===== src/rtl/puzzle_pkg.sv =====
// Shared definitions for the puzzle datapath: board geometry defaults,
// level-checker state codes and the debug code for an illegal state.
package puzzle_pkg;

  localparam int LINHAS_PADRAO   = 8;
  localparam int COLUNAS_PADRAO  = 8;
  localparam int LARG_CEL_PADRAO = 1;

  localparam logic [2:0] OCIOSO    = 3'd0;
  localparam logic [2:0] VARRE     = 3'd1;
  localparam logic [2:0] DRENA     = 3'd2;
  localparam logic [2:0] CONCLUIDO = 3'd3;
  localparam logic [2:0] ESPERA    = 3'd4;

  localparam logic [2:0] DB_ERRO = 3'd7;

  function automatic logic em_varredura(input logic [2:0] estado);
    return (estado == VARRE) || (estado == DRENA);
  endfunction

endpackage


===== src/rtl/verificador_nivel_contador_endereco.sv =====
// Linear cell-address counter: clears on zera, advances on conta and
// saturates at the last cell so the shared read address never wraps.
module contador_endereco #(
  parameter int CELULAS = 64
) (
  input  logic                         clock,
  input  logic                         reset,
  input  logic                         i_zera,
  input  logic                         i_conta,
  output logic [$clog2(CELULAS)-1:0]   o_endereco,
  output logic                         o_fim
);

  localparam int LARG_END = $clog2(CELULAS);
  localparam logic [LARG_END-1:0] ULTIMO = LARG_END'(CELULAS - 1);

  logic [LARG_END-1:0] r_endereco;

  always_ff @(posedge clock) begin
    if (reset || i_zera) begin
      r_endereco <= '0;
    end else if (i_conta && (r_endereco != ULTIMO)) begin
      r_endereco <= r_endereco + LARG_END'(1);
    end
  end

  assign o_endereco = r_endereco;
  assign o_fim      = (r_endereco == ULTIMO);

endmodule


===== src/rtl/verificador_nivel.sv =====
// Scans the board against the level solution after each accepted move and
// emits a one-cycle nivel_concluido pulse when every cell matches.
module verificador_nivel
  import puzzle_pkg::*;
#(
  parameter int LINHAS   = LINHAS_PADRAO,
  parameter int COLUNAS  = COLUNAS_PADRAO,
  parameter int LARG_CEL = LARG_CEL_PADRAO
) (
  input  logic                                clock,
  input  logic                                reset,
  input  logic                                habilita,
  input  logic                                jogada,
  input  logic [LARG_CEL-1:0]                 celula_tabuleiro,
  input  logic [LARG_CEL-1:0]                 celula_gabarito,
  output logic [$clog2(LINHAS*COLUNAS)-1:0]   end_celula,
  output logic                                nivel_concluido,
  output logic                                ocupado,
  output logic [2:0]                          db_estado
);

  localparam int CELULAS  = LINHAS * COLUNAS;
  localparam int LARG_END = $clog2(CELULAS);
  localparam logic [LARG_END-1:0] PENULTIMO = LARG_END'(CELULAS - 2);

  logic [2:0] r_estado;
  logic       r_pendente;
  logic       r_emitido;
  logic       r_cmp_valido;

  logic [2:0]          w_estado_next;
  logic                w_pendente_next;
  logic                w_inicia;
  logic                w_conta;
  logic                w_termina;
  logic                w_sucesso;
  logic                w_pend_efetivo;
  logic                w_igual;
  logic                w_erro;
  logic                w_zera;
  logic                w_penultimo;
  logic                w_fim;
  logic [LARG_END-1:0] w_endereco;

  contador_endereco #(
    .CELULAS (CELULAS)
  ) u_contador (
    .clock      (clock),
    .reset      (reset),
    .i_zera     (w_zera),
    .i_conta    (w_conta),
    .o_endereco (w_endereco),
    .o_fim      (w_fim)
  );

  // r_emitido: the address on the bus this cycle belongs to the scan.
  // r_cmp_valido: the read data arriving this cycle must be compared.
  assign w_igual        = (celula_tabuleiro == celula_gabarito);
  assign w_erro         = r_cmp_valido && !w_igual;
  assign w_penultimo    = (w_endereco == PENULTIMO);
  assign w_pend_efetivo = r_pendente || jogada;

  always_comb begin
    w_estado_next   = r_estado;
    w_pendente_next = r_pendente;
    w_inicia        = 1'b0;
    w_conta         = 1'b0;
    w_termina       = 1'b0;
    w_sucesso       = 1'b0;

    case (r_estado)
      OCIOSO: begin
        w_pendente_next = 1'b0;
        if (habilita && jogada) begin
          w_estado_next = VARRE;
          w_inicia      = 1'b1;
        end
      end
      VARRE: begin
        if (!habilita) begin
          w_estado_next   = OCIOSO;
          w_pendente_next = 1'b0;
        end else if (w_erro) begin
          w_termina = 1'b1;
        end else begin
          w_conta         = 1'b1;
          w_pendente_next = w_pend_efetivo;
          if (w_penultimo || w_fim) begin
            w_estado_next = DRENA;
          end
        end
      end
      DRENA: begin
        if (!habilita) begin
          w_estado_next   = OCIOSO;
          w_pendente_next = 1'b0;
        end else if (w_erro) begin
          w_termina = 1'b1;
        end else if (r_cmp_valido && !r_emitido) begin
          w_termina = 1'b1;
          w_sucesso = 1'b1;
        end else begin
          w_pendente_next = w_pend_efetivo;
        end
      end
      CONCLUIDO: begin
        w_estado_next   = ESPERA;
        w_pendente_next = 1'b0;
      end
      ESPERA: begin
        w_pendente_next = 1'b0;
        if (!habilita) begin
          w_estado_next = OCIOSO;
        end
      end
      default: begin
        w_estado_next   = OCIOSO;
        w_pendente_next = 1'b0;
      end
    endcase

    // A move that arrived during the scan supersedes its verdict.
    if (w_termina) begin
      w_pendente_next = 1'b0;
      if (w_pend_efetivo) begin
        w_estado_next = VARRE;
        w_inicia      = 1'b1;
      end else if (w_sucesso) begin
        w_estado_next = CONCLUIDO;
      end else begin
        w_estado_next = OCIOSO;
      end
    end
  end

  assign w_zera = w_inicia || !em_varredura(w_estado_next);

  always_ff @(posedge clock) begin
    if (reset) begin
      r_estado     <= OCIOSO;
      r_pendente   <= 1'b0;
      r_emitido    <= 1'b0;
      r_cmp_valido <= 1'b0;
    end else begin
      r_estado     <= w_estado_next;
      r_pendente   <= w_pendente_next;
      r_emitido    <= w_inicia || w_conta;
      r_cmp_valido <= r_emitido && em_varredura(w_estado_next) && !w_inicia;
    end
  end

  assign end_celula      = w_endereco;
  assign ocupado         = em_varredura(r_estado);
  assign nivel_concluido = (r_estado == CONCLUIDO);

  always_comb begin
    case (r_estado)
      OCIOSO:    db_estado = 3'd0;
      VARRE:     db_estado = 3'd1;
      DRENA:     db_estado = 3'd2;
      CONCLUIDO: db_estado = 3'd3;
      ESPERA:    db_estado = 3'd4;
      default:   db_estado = DB_ERRO;
    endcase
  end

endmodule


===== config.mk =====
export PLATFORM = sky130hd
export DESIGN_NAME = verificador_nivel
export DESIGN_NICKNAME = d
export VERILOG_FILES = /design/src/rtl/puzzle_pkg.sv /design/src/rtl/verificador_nivel_contador_endereco.sv /design/src/rtl/verificador_nivel.sv
export SDC_FILE = /design/constraint.sdc
export NUM_CORES = 1
export LEC_CHECK = 0
export CORE_ASPECT_RATIO = 2
export CORE_UTILIZATION = 25
export DETAILED_ROUTE_END_ITERATION = 10
export GPL_TIMING_DRIVEN = 0
export PLACE_DENSITY = 0.41
export SYNTH_ARGS = -nofsm -noshare
export SYNTH_HDL_FRONTEND = slang
export SYNTH_SLANG_ARGS = --single-unit

===== constraint.sdc =====
create_clock -name clock -period 3.7 [get_ports clock]
set_clock_uncertainty 0.2 [all_clocks]
set_input_delay 0.74 -clock clock [delete_from_list [all_inputs] [get_ports clock]]
set_output_delay 0.74 -clock clock [all_outputs]
set_load 0.01 [all_outputs]

==> results.txt <==
The flow ran to the end, and the final reports show no timing, DRC or antenna violations. The startpoint of the worst setup timing path is r_estado[0]. The synthesized design contains 0 enable-type register cells.

The portion of total power attributed to sequential cells came out at 0.420. The clock slew seen by the registers of the worst setup and hold paths came out at about 0.06 ns. The worst setup path is launched from a flip-flop.

The netlist area before placement came out at 790 um2. After floorplanning, the core was sized to cover about 3000 um2. The net count after synthesis is approximately 100. The number of DRC violations after detailed-routing iteration 0 is 16. In this run the power density over the cells is just over 300 nW/um2. The tightest min-delay check is of the reg2reg type.

The number of remaining DRC errors is 0. The post-placement cell area is 987 um2. The count of buffers added by post-CTS timing repair for setup is 0. Dividing the detail-routed wire length by the instance count gives approximately 16 um. The critical path is of the reg2out type.

The first global-routing pass estimated 3.74 mm of wire. At the end of the flow, the number of nets in the layout was 120. By area the synthesized netlist is led by sky130_fd_sc_hd__dfxtp_1 (30%), sky130_fd_sc_hd__nor2_1 (7.1%), sky130_fd_sc_hd__xor2_1 (4.4%).

In this run the number of H-tree levels came out at 1. The worst register-to-register path ends at u_contador.o_endereco[4]. The worst register-to-register path has a depth of 5. The internal reg-to-reg setup slack is ~1.7 ns. After routing, the total negative slack on setup checks comes to 0 ns. The proportion of synthesized flip-flops having asynchronous set or reset came out at 0. The post-place setup slack is 0.831 ns. For the pin with the worst max-slew slack, the measured transition is between 0.5 and 0.6 ns.

The worst setup path is captured at an output port. The total clock buffers created by CTS came out at 3. The root cell of the clock tree is sky130_fd_sc_hd__clkbuf_8. Setup repair after global routing left no endpoint under its margin. The launch point of the worst reg-to-reg path is r_estado[0].

The area fraction of the dominant cell type after synthesis came out at 0.304. The share of total power consumed by net switching is 0.238. The gate count after technology mapping came out at 91. In this run the tightest slew margin relative to its limit is 0.644.

The largest voltage drop on the vdd net is between 0.00015 and 0.0002 V. In this run the count of I/O pins placed on the die edge is 17. The number of pins with negative max-slew slack in the final report is 0. The total of max-cap violations came out at 0. The final setup slack of the worst path is roughly 0.8 ns. The die boundary height is 81.5 um. Buffers placed on the I/O ports in this run total 16. The TritonCTS sink count came out at 12.

Detailed placement finished with a half-perimeter wire length of between 1.5 and 2 mm. The initial core utilization came out at 0.265. From synthesis to final layout, the design area changed by 32.0%. Cell internal power was estimated by the tool at between 0.0002 and 0.00025 W. The number of global-route vias before repair came to slightly below 800. The yosys synthesis warning count is 0. Across every metal layer, demand over resource in global routing totals 0.146. Among all flip-flop cells after synthesis, the most frequent one is sky130_fd_sc_hd__dfxtp_1. The register area share after synthesis came out at 0.304. The CTS tree is built. The fraction of final layout cells with drive strength greater than 1 came out at 0.144.

The library cell used most frequently in the layout, excluding fill and tap cells, is sky130_fd_sc_hd__clkdlybuf4s50_1. Leaving out fill and tap cells, the most frequent cells in the layout are sky130_fd_sc_hd__clkdlybuf4s50_1 (16), sky130_fd_sc_hd__nor2_1 (15), sky130_fd_sc_hd__dfxtp_1 (12). The detailed router placed ~750 vias in this run. The final period demand of the worst path came out at around 2.9 ns.

The maximum buffer depth of the clock tree is 2. Timing would allow up to 343 MHz. The routed via count divided by cell count is roughly 5.3. The antenna diode count is 0.

The floorplan has 28 rows. The initial antenna violation count was 0. The number of iterations in the first detailed-routing pass is 3. In this run, post-CTS repair resized a total of 0 instances. The final-report hold violation count came to 0. The leakage component of the power is 0.380 nW. The share of total power dissipated in the clock network is 0.464.

The endpoint arrival time on the critical path came out at 1.98 ns. The power share of the combinational group is 0.116. The most critical setup path has its endpoint at ocupado.

The final design area excluding fillers is roughly 1000 um2. The routability congestion estimate came out at approximately 0.80. The count of nets left with antenna violations after detail routing came out at 0. The average instance in the mapped netlist occupies 8.68 um2. For the worst-skew pair, the clock arrives at the later sink with an insertion delay of ~0.24 ns. Entering global routing, the biggest net connects 11 pins. The detailed-route wire length is roughly 2.2 mm. The residual overflow from global routing is 0.

Of the available clock period, the critical path in the final layout requires 0.789. Of all nets on the critical path, the largest fanout is 9. The synthesized design spends more area on one cell type than any other, namely sky130_fd_sc_hd__dfxtp_1. The final-report setup violation count came out at 0. For the worst setup path, the data required time is 2.76 ns.

Buffers inserted to repair hold after CTS numbered 0. The analysis attributes to net switching a power of ~0.000076 W. Yosys mapped the design onto 36 distinct sky130hd cell types. In this run the horizontal extent of the chip is about 42 um.

After synthesis the netlist holds a flip-flop and latch count of 12. The area of the die came out at ~3400 um2.
-- cells by family after synthesis --
kind of cell,Yosys count,synth area share
AO/OA/AOI/OAI,23,0.260
buffers and inverters,5,0.0253
XOR/XNOR,6,0.0666
flip-flops,12,0.304
adder cells (fa/ha/maj),2,0.0317
AND/OR/NAND/NOR,43,0.312
-- stage by stage --
stage / std cells / power [W] / utilization / hold slack, ns
2_1_floorplan: 91 / 0.000157 / - / 0.209
3_3_place_gp: 137 / 0.000173 / 0.332 / 0.217
3_5_place_dp: 137 / 0.000173 / 0.332 / 0.223
4_1_cts: 141 / 0.000322 / 0.350 / 0.231
5_1_grt: 141 / 0.000332 / 0.350 / 0.267
6_report: 141 / 0.000317 / 0.350 / 0.228
-- synth_stat cells, types with 2 or more instances --
library cell / number
sky130_fd_sc_hd__xnor2_1: 2
sky130_fd_sc_hd__or2_2: 3
sky130_fd_sc_hd__o211ai_1: 2
sky130_fd_sc_hd__a21oi_1: 6
sky130_fd_sc_hd__xor2_1: 4
sky130_fd_sc_hd__a21o_1: 2
sky130_fd_sc_hd__a31oi_1: 2
sky130_fd_sc_hd__or2b_1: 2
sky130_fd_sc_hd__o21ai_0: 3
sky130_fd_sc_hd__inv_1: 3
sky130_fd_sc_hd__and3_1: 3
sky130_fd_sc_hd__nand4_1: 3
sky130_fd_sc_hd__dfxtp_1: 12
sky130_fd_sc_hd__nor2_1: 15
sky130_fd_sc_hd__nor2b_1: 2
sky130_fd_sc_hd__nand2_1: 6
sky130_fd_sc_hd__ha_1: 2
-- sequential cells by signal, indices dropped and copies added, names as in the netlist --
register	count
r_emitido	1
u_contador.o_endereco	6
r_cmp_valido	1
r_estado	3
r_pendente	1
-- area by class of cell --
class                      count  area (um2)
fill                         313        1940
multi-input combinational     74         529
sequential                    12         240
timing repair buffer          16         160
clock buffer                   4        55.1
tap                           30        37.5
inverter                       3        11.3
buffer                         2        8.76
-- routing by layer --
layer	global-route usage	routed length, um	up-vias
li1	-	-	374
met4	0.0806	42	0
met1	0.140	787	352
met3	0.0308	91	4
met5	0	0	-
met2	0.281	1270	15
-- power groups by stage --
| stage | logic, W | clock network [W] | registers, W |
|---|---|---|---|
| 2_1_floorplan | 0.0000216 | 0 | 0.000135 |
| 3_3_place_gp | 0.0000372 | 0 | 0.000136 |
| 3_5_place_dp | 0.0000369 | 0 | 0.000136 |
| 4_1_cts | 0.0000371 | 0.000151 | 0.000133 |
| 5_1_grt | 0.0000406 | 0.000158 | 0.000134 |
| 6_report | 0.0000367 | 0.000147 | 0.000133 |
-- worst min-delay path by stage --
stage	startpoint	endpoint	slack, ns	cells after the start
floorplan	r_emitido	r_cmp_valido	0.21	2
global placement	r_emitido	r_cmp_valido	0.22	2
detailed placement	r_emitido	r_cmp_valido	0.22	2
CTS	r_emitido	r_cmp_valido	0.23	2
global route	r_emitido	r_cmp_valido	0.27	2
finish	r_emitido	r_cmp_valido	0.23	2
-- worst max-delay path: stages (launching register included) --
cell                              delay, ns
sky130_fd_sc_hd__dfxtp_1               0.52
sky130_fd_sc_hd__or2b_1                0.32
sky130_fd_sc_hd__a21oi_1               0.29
sky130_fd_sc_hd__clkdlybuf4s50_1       0.60
No activity file was read; power rests on OpenSTA's default activity.
